`config.mk`:
```
export PLATFORM = sky130hd
export DESIGN_NAME = patch_streamer
export DESIGN_NICKNAME = d
export VERILOG_FILES = /design/src/rtl/cotm_pkg.sv /design/src/rtl/row_band_buffer.sv /design/src/rtl/patch_streamer.sv
export SDC_FILE = /design/constraint.sdc
export NUM_CORES = 1
export LEC_CHECK = 0
export CORE_MARGIN = 10
export CORE_UTILIZATION = 35
export CTS_BUF_LIST = sky130_fd_sc_hd__clkbuf_4
export CTS_CLUSTER_SIZE = 25
export DETAILED_ROUTE_END_ITERATION = 7
export HOLD_SLACK_MARGIN = 0.03
export PLACE_DENSITY = 0.61
export RECOVER_POWER = 100
export SYNTH_ARGS = -nofsm -noshare
export SYNTH_HDL_FRONTEND = slang
export SYNTH_SLANG_ARGS = --single-unit
```
`constraint.sdc`:
```
create_clock -name clk -period 6.95 [get_ports clk]
set_clock_uncertainty 0.05 [all_clocks]
set_input_delay 0.695 -clock clk [delete_from_list [all_inputs] [get_ports clk]]
set_output_delay 0.695 -clock clk [all_outputs]
set_load 0.01 [all_outputs]
```
`src/rtl/cotm_pkg.sv`:
```
// Shared types and constants for the clause convolution front end.
package cotm_pkg;

  localparam int IMG_W_DEFAULT     = 28;
  localparam int IMG_H_DEFAULT     = 28;
  localparam int MAX_PATCH_DEFAULT = 7;
  localparam int AW_DEFAULT        = 5;
  localparam int PSW               = 3;

  localparam logic [PSW-1:0] PS3 = 3'd3;
  localparam logic [PSW-1:0] PS5 = 3'd5;
  localparam logic [PSW-1:0] PS7 = 3'd7;

  typedef enum logic [2:0] {
    IDLE  = 3'd0,
    LOAD  = 3'd1,
    LWAIT = 3'd2,
    SWEEP = 3'd3,
    NEXT  = 3'd4,
    NWAIT = 3'd5,
    DONE  = 3'd6
  } state_e;

  // Only odd patch sizes with a centre pixel are supported.
  function automatic logic ps_legal(input logic [PSW-1:0] ps);
    return (ps == PS3) || (ps == PS5) || (ps == PS7);
  endfunction

endpackage

```
`src/rtl/row_band_buffer.sv`:
```
// Band of image rows: indexed load, shift-up with insert at the band bottom,
// and a column read taken from the next-state contents so a row written this
// cycle is already visible in the column presented next cycle.
module row_band_buffer
  import cotm_pkg::*;
#(
  parameter int IMG_W     = IMG_W_DEFAULT,
  parameter int MAX_PATCH = MAX_PATCH_DEFAULT,
  parameter int AW        = AW_DEFAULT
) (
  input  logic                 clk,
  input  logic                 rst,
  input  logic                 ld_en_i,
  input  logic [PSW-1:0]       ld_idx_i,
  input  logic                 shift_en_i,
  input  logic [PSW-1:0]       shift_len_i,
  input  logic [IMG_W-1:0]     wdata_i,
  input  logic [AW-1:0]        col_i,
  output logic [MAX_PATCH-1:0] col_o
);

  logic [IMG_W-1:0] row_q [MAX_PATCH];
  logic [IMG_W-1:0] row_d [MAX_PATCH];

  // Next-state rows plus the column slice of those next-state rows.
  always_comb begin
    for (int i = 0; i < MAX_PATCH; i++) begin
      row_d[i] = row_q[i];
    end
    if (ld_en_i) begin
      for (int i = 0; i < MAX_PATCH; i++) begin
        if (int'(ld_idx_i) == i) begin
          row_d[i] = wdata_i;
        end else begin
          row_d[i] = row_q[i];
        end
      end
    end else if (shift_en_i) begin
      for (int i = 0; i < MAX_PATCH - 1; i++) begin
        if (i < int'(shift_len_i) - 1) begin
          row_d[i] = row_q[i+1];
        end else begin
          row_d[i] = row_q[i];
        end
      end
      for (int i = 0; i < MAX_PATCH; i++) begin
        if (i == int'(shift_len_i) - 1) begin
          row_d[i] = wdata_i;
        end else begin
          row_d[i] = row_d[i];
        end
      end
    end else begin
      for (int i = 0; i < MAX_PATCH; i++) begin
        row_d[i] = row_q[i];
      end
    end
    col_o = '0;
    for (int i = 0; i < MAX_PATCH; i++) begin
      if (int'(col_i) < IMG_W) begin
        col_o[i] = row_d[i][col_i];
      end else begin
        col_o[i] = 1'b0;
      end
    end
  end

  // Row storage, cleared on reset.
  always_ff @(posedge clk or posedge rst) begin
    if (rst) begin
      for (int i = 0; i < MAX_PATCH; i++) begin
        row_q[i] <= '0;
      end
    end else begin
      for (int i = 0; i < MAX_PATCH; i++) begin
        row_q[i] <= row_d[i];
      end
    end
  end

endmodule

```
`src/rtl/patch_streamer.sv`:
```
// Streams a booleanized image to the clause convolution units: loads a band
// of patch_size rows, sweeps it column by column, then slides down one row.
// Every output is registered and derived from the next-state values, so
// ready is sampled at the edge that loads the output registers.
module patch_streamer
  import cotm_pkg::*;
#(
  parameter int IMG_W     = IMG_W_DEFAULT,
  parameter int IMG_H     = IMG_H_DEFAULT,
  parameter int MAX_PATCH = MAX_PATCH_DEFAULT,
  parameter int AW        = AW_DEFAULT
) (
  input  logic                 clk,
  input  logic                 rst,
  input  logic                 start,
  input  logic [2:0]           patch_size,
  input  logic                 ready,
  output logic                 mem_rd_en,
  output logic [AW-1:0]        mem_addr,
  input  logic [IMG_W-1:0]     mem_rdata,
  input  logic [IMG_W-1:0]     x_pos_mask,
  input  logic [IMG_H-1:0]     y_pos_mask,
  output logic [MAX_PATCH-1:0] pixels,
  output logic                 pe_enable,
  output logic                 conv_enable,
  output logic                 xmatch,
  output logic                 ymatch,
  output logic [AW-1:0]        patch_x,
  output logic [AW-1:0]        patch_y,
  output logic                 busy,
  output logic                 done,
  output logic                 err
);

  state_e         state_q, state_d;
  logic [PSW-1:0] ps_q, ps_d;
  logic [AW-1:0]  col_q, col_d, band_q, band_d;
  logic           rd_vld_q;
  logic [PSW-1:0] rd_idx_q;

  logic           adv_d, rd_en_d, done_d, err_d;
  logic [AW-1:0]  addr_d;
  logic           ld_en_s, shift_en_s;
  logic [MAX_PATCH-1:0] col_bits_s;

  logic [MAX_PATCH-1:0] pixels_d;
  logic           conv_d, xmatch_d, ymatch_d, busy_d;
  logic [AW-1:0]  patch_x_d, patch_y_d;

  logic           mem_rd_en_q, pe_enable_q, conv_enable_q, xmatch_q, ymatch_q;
  logic           busy_q, done_q, err_q;
  logic [AW-1:0]  mem_addr_q, patch_x_q, patch_y_q;
  logic [MAX_PATCH-1:0] pixels_q;

  row_band_buffer #(
    .IMG_W(IMG_W), .MAX_PATCH(MAX_PATCH), .AW(AW)
  ) u_buf (
    .clk        (clk),
    .rst        (rst),
    .ld_en_i    (ld_en_s),
    .ld_idx_i   (rd_idx_q),
    .shift_en_i (shift_en_s),
    .shift_len_i(ps_q),
    .wdata_i    (mem_rdata),
    .col_i      (col_d),
    .col_o      (col_bits_s)
  );

  // FSM next state, counters, read requests and buffer write controls.
  always_comb begin
    state_d    = state_q;
    ps_d       = ps_q;
    col_d      = col_q;
    band_d     = band_q;
    err_d      = err_q;
    rd_en_d    = 1'b0;
    addr_d     = mem_addr_q;
    adv_d      = 1'b0;
    done_d     = 1'b0;
    ld_en_s    = 1'b0;
    shift_en_s = 1'b0;
    case (state_q)
      IDLE: begin
        if (start) begin
          ps_d   = patch_size;
          col_d  = '0;
          band_d = '0;
          if (ps_legal(patch_size)) begin
            err_d   = 1'b0;
            state_d = LOAD;
            rd_en_d = 1'b1;
            addr_d  = '0;
          end else begin
            // Illegal sizes still take the settle cycle, so done follows
            // start by two cycles with no memory traffic.
            err_d   = 1'b1;
            state_d = LWAIT;
          end
        end else begin
          state_d = IDLE;
        end
      end
      LOAD: begin
        ld_en_s = rd_vld_q;
        if (mem_addr_q == AW'(ps_q - 3'd1)) begin
          state_d = LWAIT;
        end else begin
          rd_en_d = 1'b1;
          addr_d  = mem_addr_q + AW'(1);
        end
      end
      LWAIT: begin
        ld_en_s = rd_vld_q;
        if (err_q) begin
          state_d = DONE;
          done_d  = 1'b1;
        end else begin
          state_d = SWEEP;
          col_d   = '0;
          adv_d   = ready;
        end
      end
      SWEEP: begin
        if (pe_enable_q) begin
          if (col_q == AW'(IMG_W)) begin
            if (band_q == AW'(IMG_H) - AW'(ps_q)) begin
              state_d = DONE;
              done_d  = 1'b1;
            end else begin
              state_d = NEXT;
              rd_en_d = 1'b1;
              addr_d  = band_q + AW'(ps_q);
            end
          end else begin
            col_d = col_q + AW'(1);
            adv_d = ready;
          end
        end else begin
          adv_d = ready;
        end
      end
      NEXT: begin
        state_d = NWAIT;
      end
      NWAIT: begin
        shift_en_s = 1'b1;
        band_d     = band_q + AW'(1);
        col_d      = '0;
        state_d    = SWEEP;
        adv_d      = ready;
      end
      DONE: begin
        state_d = IDLE;
      end
      default: begin
        state_d = IDLE;
      end
    endcase
  end

  // Output values for the next cycle, taken from next-state counters.
  always_comb begin
    pixels_d = '0;
    for (int i = 0; i < MAX_PATCH; i++) begin
      if (adv_d && (i < int'(ps_q))) begin
        pixels_d[i] = col_bits_s[i];
      end else begin
        pixels_d[i] = 1'b0;
      end
    end
    conv_d = adv_d && (col_d >= AW'(ps_q));
    if ((state_d == SWEEP) && (col_d <= AW'(IMG_W) - AW'(ps_q))) begin
      xmatch_d = x_pos_mask[col_d];
    end else begin
      xmatch_d = 1'b0;
    end
    if (state_d == SWEEP) begin
      ymatch_d  = y_pos_mask[band_d];
      patch_x_d = col_d;
      patch_y_d = band_d;
    end else begin
      ymatch_d  = 1'b0;
      patch_x_d = '0;
      patch_y_d = '0;
    end
    busy_d = (state_d != IDLE);
  end

  // State, counters and registered outputs.
  always_ff @(posedge clk or posedge rst) begin
    if (rst) begin
      state_q       <= IDLE;
      ps_q          <= '0;
      col_q         <= '0;
      band_q        <= '0;
      rd_vld_q      <= 1'b0;
      rd_idx_q      <= '0;
      mem_rd_en_q   <= 1'b0;
      mem_addr_q    <= '0;
      pixels_q      <= '0;
      pe_enable_q   <= 1'b0;
      conv_enable_q <= 1'b0;
      xmatch_q      <= 1'b0;
      ymatch_q      <= 1'b0;
      patch_x_q     <= '0;
      patch_y_q     <= '0;
      busy_q        <= 1'b0;
      done_q        <= 1'b0;
      err_q         <= 1'b0;
    end else begin
      state_q       <= state_d;
      ps_q          <= ps_d;
      col_q         <= col_d;
      band_q        <= band_d;
      rd_vld_q      <= mem_rd_en_q;
      rd_idx_q      <= mem_addr_q[PSW-1:0];
      mem_rd_en_q   <= rd_en_d;
      mem_addr_q    <= addr_d;
      pixels_q      <= pixels_d;
      pe_enable_q   <= adv_d;
      conv_enable_q <= conv_d;
      xmatch_q      <= xmatch_d;
      ymatch_q      <= ymatch_d;
      patch_x_q     <= patch_x_d;
      patch_y_q     <= patch_y_d;
      busy_q        <= busy_d;
      done_q        <= done_d;
      err_q         <= err_d;
    end
  end

  assign mem_rd_en   = mem_rd_en_q;
  assign mem_addr    = mem_addr_q;
  assign pixels      = pixels_q;
  assign pe_enable   = pe_enable_q;
  assign conv_enable = conv_enable_q;
  assign xmatch      = xmatch_q;
  assign ymatch      = ymatch_q;
  assign patch_x     = patch_x_q;
  assign patch_y     = patch_y_q;
  assign busy        = busy_q;
  assign done        = done_q;
  assign err         = err_q;

endmodule
```
==> results.ini <==
[floorplan]
dieWidth_um=221
die_h_um=221
row_count=73
io_pins=121
start_util_pct=35.5
die_area_um2=48900
core_area_um2=39900

[drt]
drt_wl_total_um=57900
firstDrtPassIters=8
ant_nets=0
drc=17
vias_per_cell=6.33
vias=13836
drtIter0Drc=2019
wl_per_cell_um=26.5

[timing]
setup_viol=0
maxSlewViolCount=252
fmax_mhz=179
min_period_ps=5580
rsz0062_at_grt=no
setup-tns-final_ps=0
max_slew.worst_pin.slew_ps=4490
worst_hold_slack_ps=317
period_share_pct=80.2
max_slew_margin_pct=-199
final_hold_viol_count=0

[clocking]
cts_buffers=70
post_cts_buffers=0
insertion_delay_ps=720
htree_levels=3
cts_hold_buf=0
clkTransAtPathRegs_ps=60
cts_tree=yes
clockBufferDepth=3
cts_sinks=246
root_buffer=clkbuf_4
cts_resized=0

[worst_setup_path]
setup.worst_path.start_class=flop
r2r-start=ps_q[0]
critPathRequiredTime_ps=7540
r2r_slack_ps=1370
crit_fanout=30
cp-startpoint=ps_q[0]
crit_type=flop to flop
cp.arrival_ps=6170
end_kind=flop

[flow_run]
drv_cap=4

[grt]
grt_max_degree=172
grt_pass1_wl_um=87600
gr-usage-met2_pct=34.3
track_usage_pct=22.7
antenna_found_initial=3
global_route.usage.met3_pct=5.11
grt_most_used_layer=met2
met1_usage_pct=31.0
grt_pass1_vias=13527
gr-total-overflow=0

[placement]
io_buffer_count=120
gp_congestion=0.972
dp.cells=2068
dpl.hpwl_um=40900

[final_layout]
ff_latch_area_um2=6160
final_cell_mix=246 x dfrtp_1, 137 x nor2_1, 123 x nand2_1, 101 x clkbuf_4, 89 x clkdlybuf4s50_1
fill_cells=3975
layout_commonest_cell=dfrtp_1
drive_gt1_share_pct=12.0
fin_nets=1725
stdcell_count=2185
multiInputGateArea_um2=7140
area_growth_pct=17.0
finalCoreUtilization_pct=41.5

[power]
power.total_mw=7.37
p_leak_nw=7.40
ir_drop_mv=0.194
power-per-cell-area_nw_per_um2=445

[synthesis]
synth-seq-cells=246
post_synth_and_or_nand_nor_area_fraction_pct=16.9
synth_top_family_by_area=compound AO/OA/AOI/OAI gates
synth_xor_area_share_pct=0.742
synth_cell_types=87
synth_seq_area_share_pct=43.5
synth_compound_area_share_pct=24.2
synthCells=1520
syn-mean-instance-area_um2=9.32
syn_nets=1630
muxShareOfSynthArea_pct=6.46
mappedNetlistArea_um2=14200
synth_enable_flop_cells=0
synthAdderAreaFrac_pct=1.73
synth_ff_type=dfrtp_1
synth-async-reset-ratio_pct=100
yosys_warnings=0

[run_status]
violations=design-rule violations, max-capacitance violations, max-slew violations
status=finished with violations

[worst_hold_path]
hold_start=mem_rd_en
holdCritPathClass=flop to flop

==> worst max-delay path, cell delays in order, from the launching register on <==
cell and delay, ps:
dfrtp_1 720, inv_1 220, ha_1 290, ha_1 520, clkbuf_1 1140, nand2b_1 380
o211ai_1 320, and2_1 710, a222oi_1 200, or3_1 430, o211ai_1 90, o311ai_0 210
a31oi_1 220
==> final cells by class <==
cell class                      instances  share of cell area, %
Tap cell                              525                   3.96
Clock inverter                         12                  0.430
Inverter                               93                   2.13
Timing Repair Buffer                  154                   8.63
Antenna cell                            4                 0.0604
Clock buffer                          101                   4.57
Multi-Input combinational cell       1050                   43.1
Sequential cell                       246                   37.1
==> cells in the mapped netlist (17+ instances only) <==
cell type  instances  area (µm²)
a211oi_1          17         128
a21oi_1           48         240
a221o_1           19         190
a222oi_1          52         521
a22oi_1           25         188
and2_1            17         106
and3_1            18         113
buf_2             35         175
clkbuf_1          79         297
dfrtp_1          246        6160
ha_1              18         225
inv_1             90         338
mux2_2            31         349
mux2i_1           52         521
nand2_1          123         462
nand2b_1          20         125
nand3_1           41         205
nor2_1           137         514
nor3_1            36         180
o21ai_0           48         240
o221a_2           26         293
o22ai_1           61         382
or3_1             26         163
==> power breakdown <==
group / switching (mW) / leakage [nW] / internal [mW]
registers: 0.464 / 3.05 / 2.05
logic: 2.20 / 3.85 / 1.32
clock network: 0.642 / 0.504 / 0.695
==> layer usage <==
layer	routed length, µm	vias up	part of all wire, %
met2	25600	889	44
met3	6110	145	11
met4	1990	2	3.4
li1	-	5975	-
met1	24100	6825	42
met5	13	-	0.022
==> flip-flops by register name, summed over array words and instances (netlist names) <==
signal and flops:
rd_vld_q 1, state_q 3, patch_x 5, pixels 7, xmatch 1, col_q 5
mem_addr 5, conv_enable 1, pe_enable 1, mem_rd_en 1, ps_q 3, rd_idx_q 3
ymatch 1, band_q 5, patch_y 5, done 1, u_buf.row_q 196, err 1
busy 1
==> metrics by stage <==
| stage | setup slack, ps | instance area (µm²) |
|---|---|---|
| finish | 1370 | 16600 |
| CTS | 2360 | 16600 |
| floorplan | 2970 | 14200 |
| global route | 1120 | 16600 |
| global placement | 1960 | 15800 |
| detailed placement | 1890 | 15800 |
==> final timing paths <==
kind | endpoint | cells after the start
min reg2reg | rd_vld_q | 0
min | rd_vld_q | 0
min in group asynchronous | busy | 3
max reg2reg | pixels[2] | 12
max in group asynchronous | u_buf.row_q[27] | 4
max | pixels[2] | 12
==> cell families (layout without fill, tap and decap cells) <==
family	Yosys count	count (layout)
muxes	85	85
and+or+nand+nor	490	490
xor gates and xnor gates	12	12
other	0	4
AOI/OAI and AO/OA	444	444
buffers and inverters	224	360
DFF	246	246
adders and majority gates	19	19
Note: power is estimated with default switching activity, not from simulation.
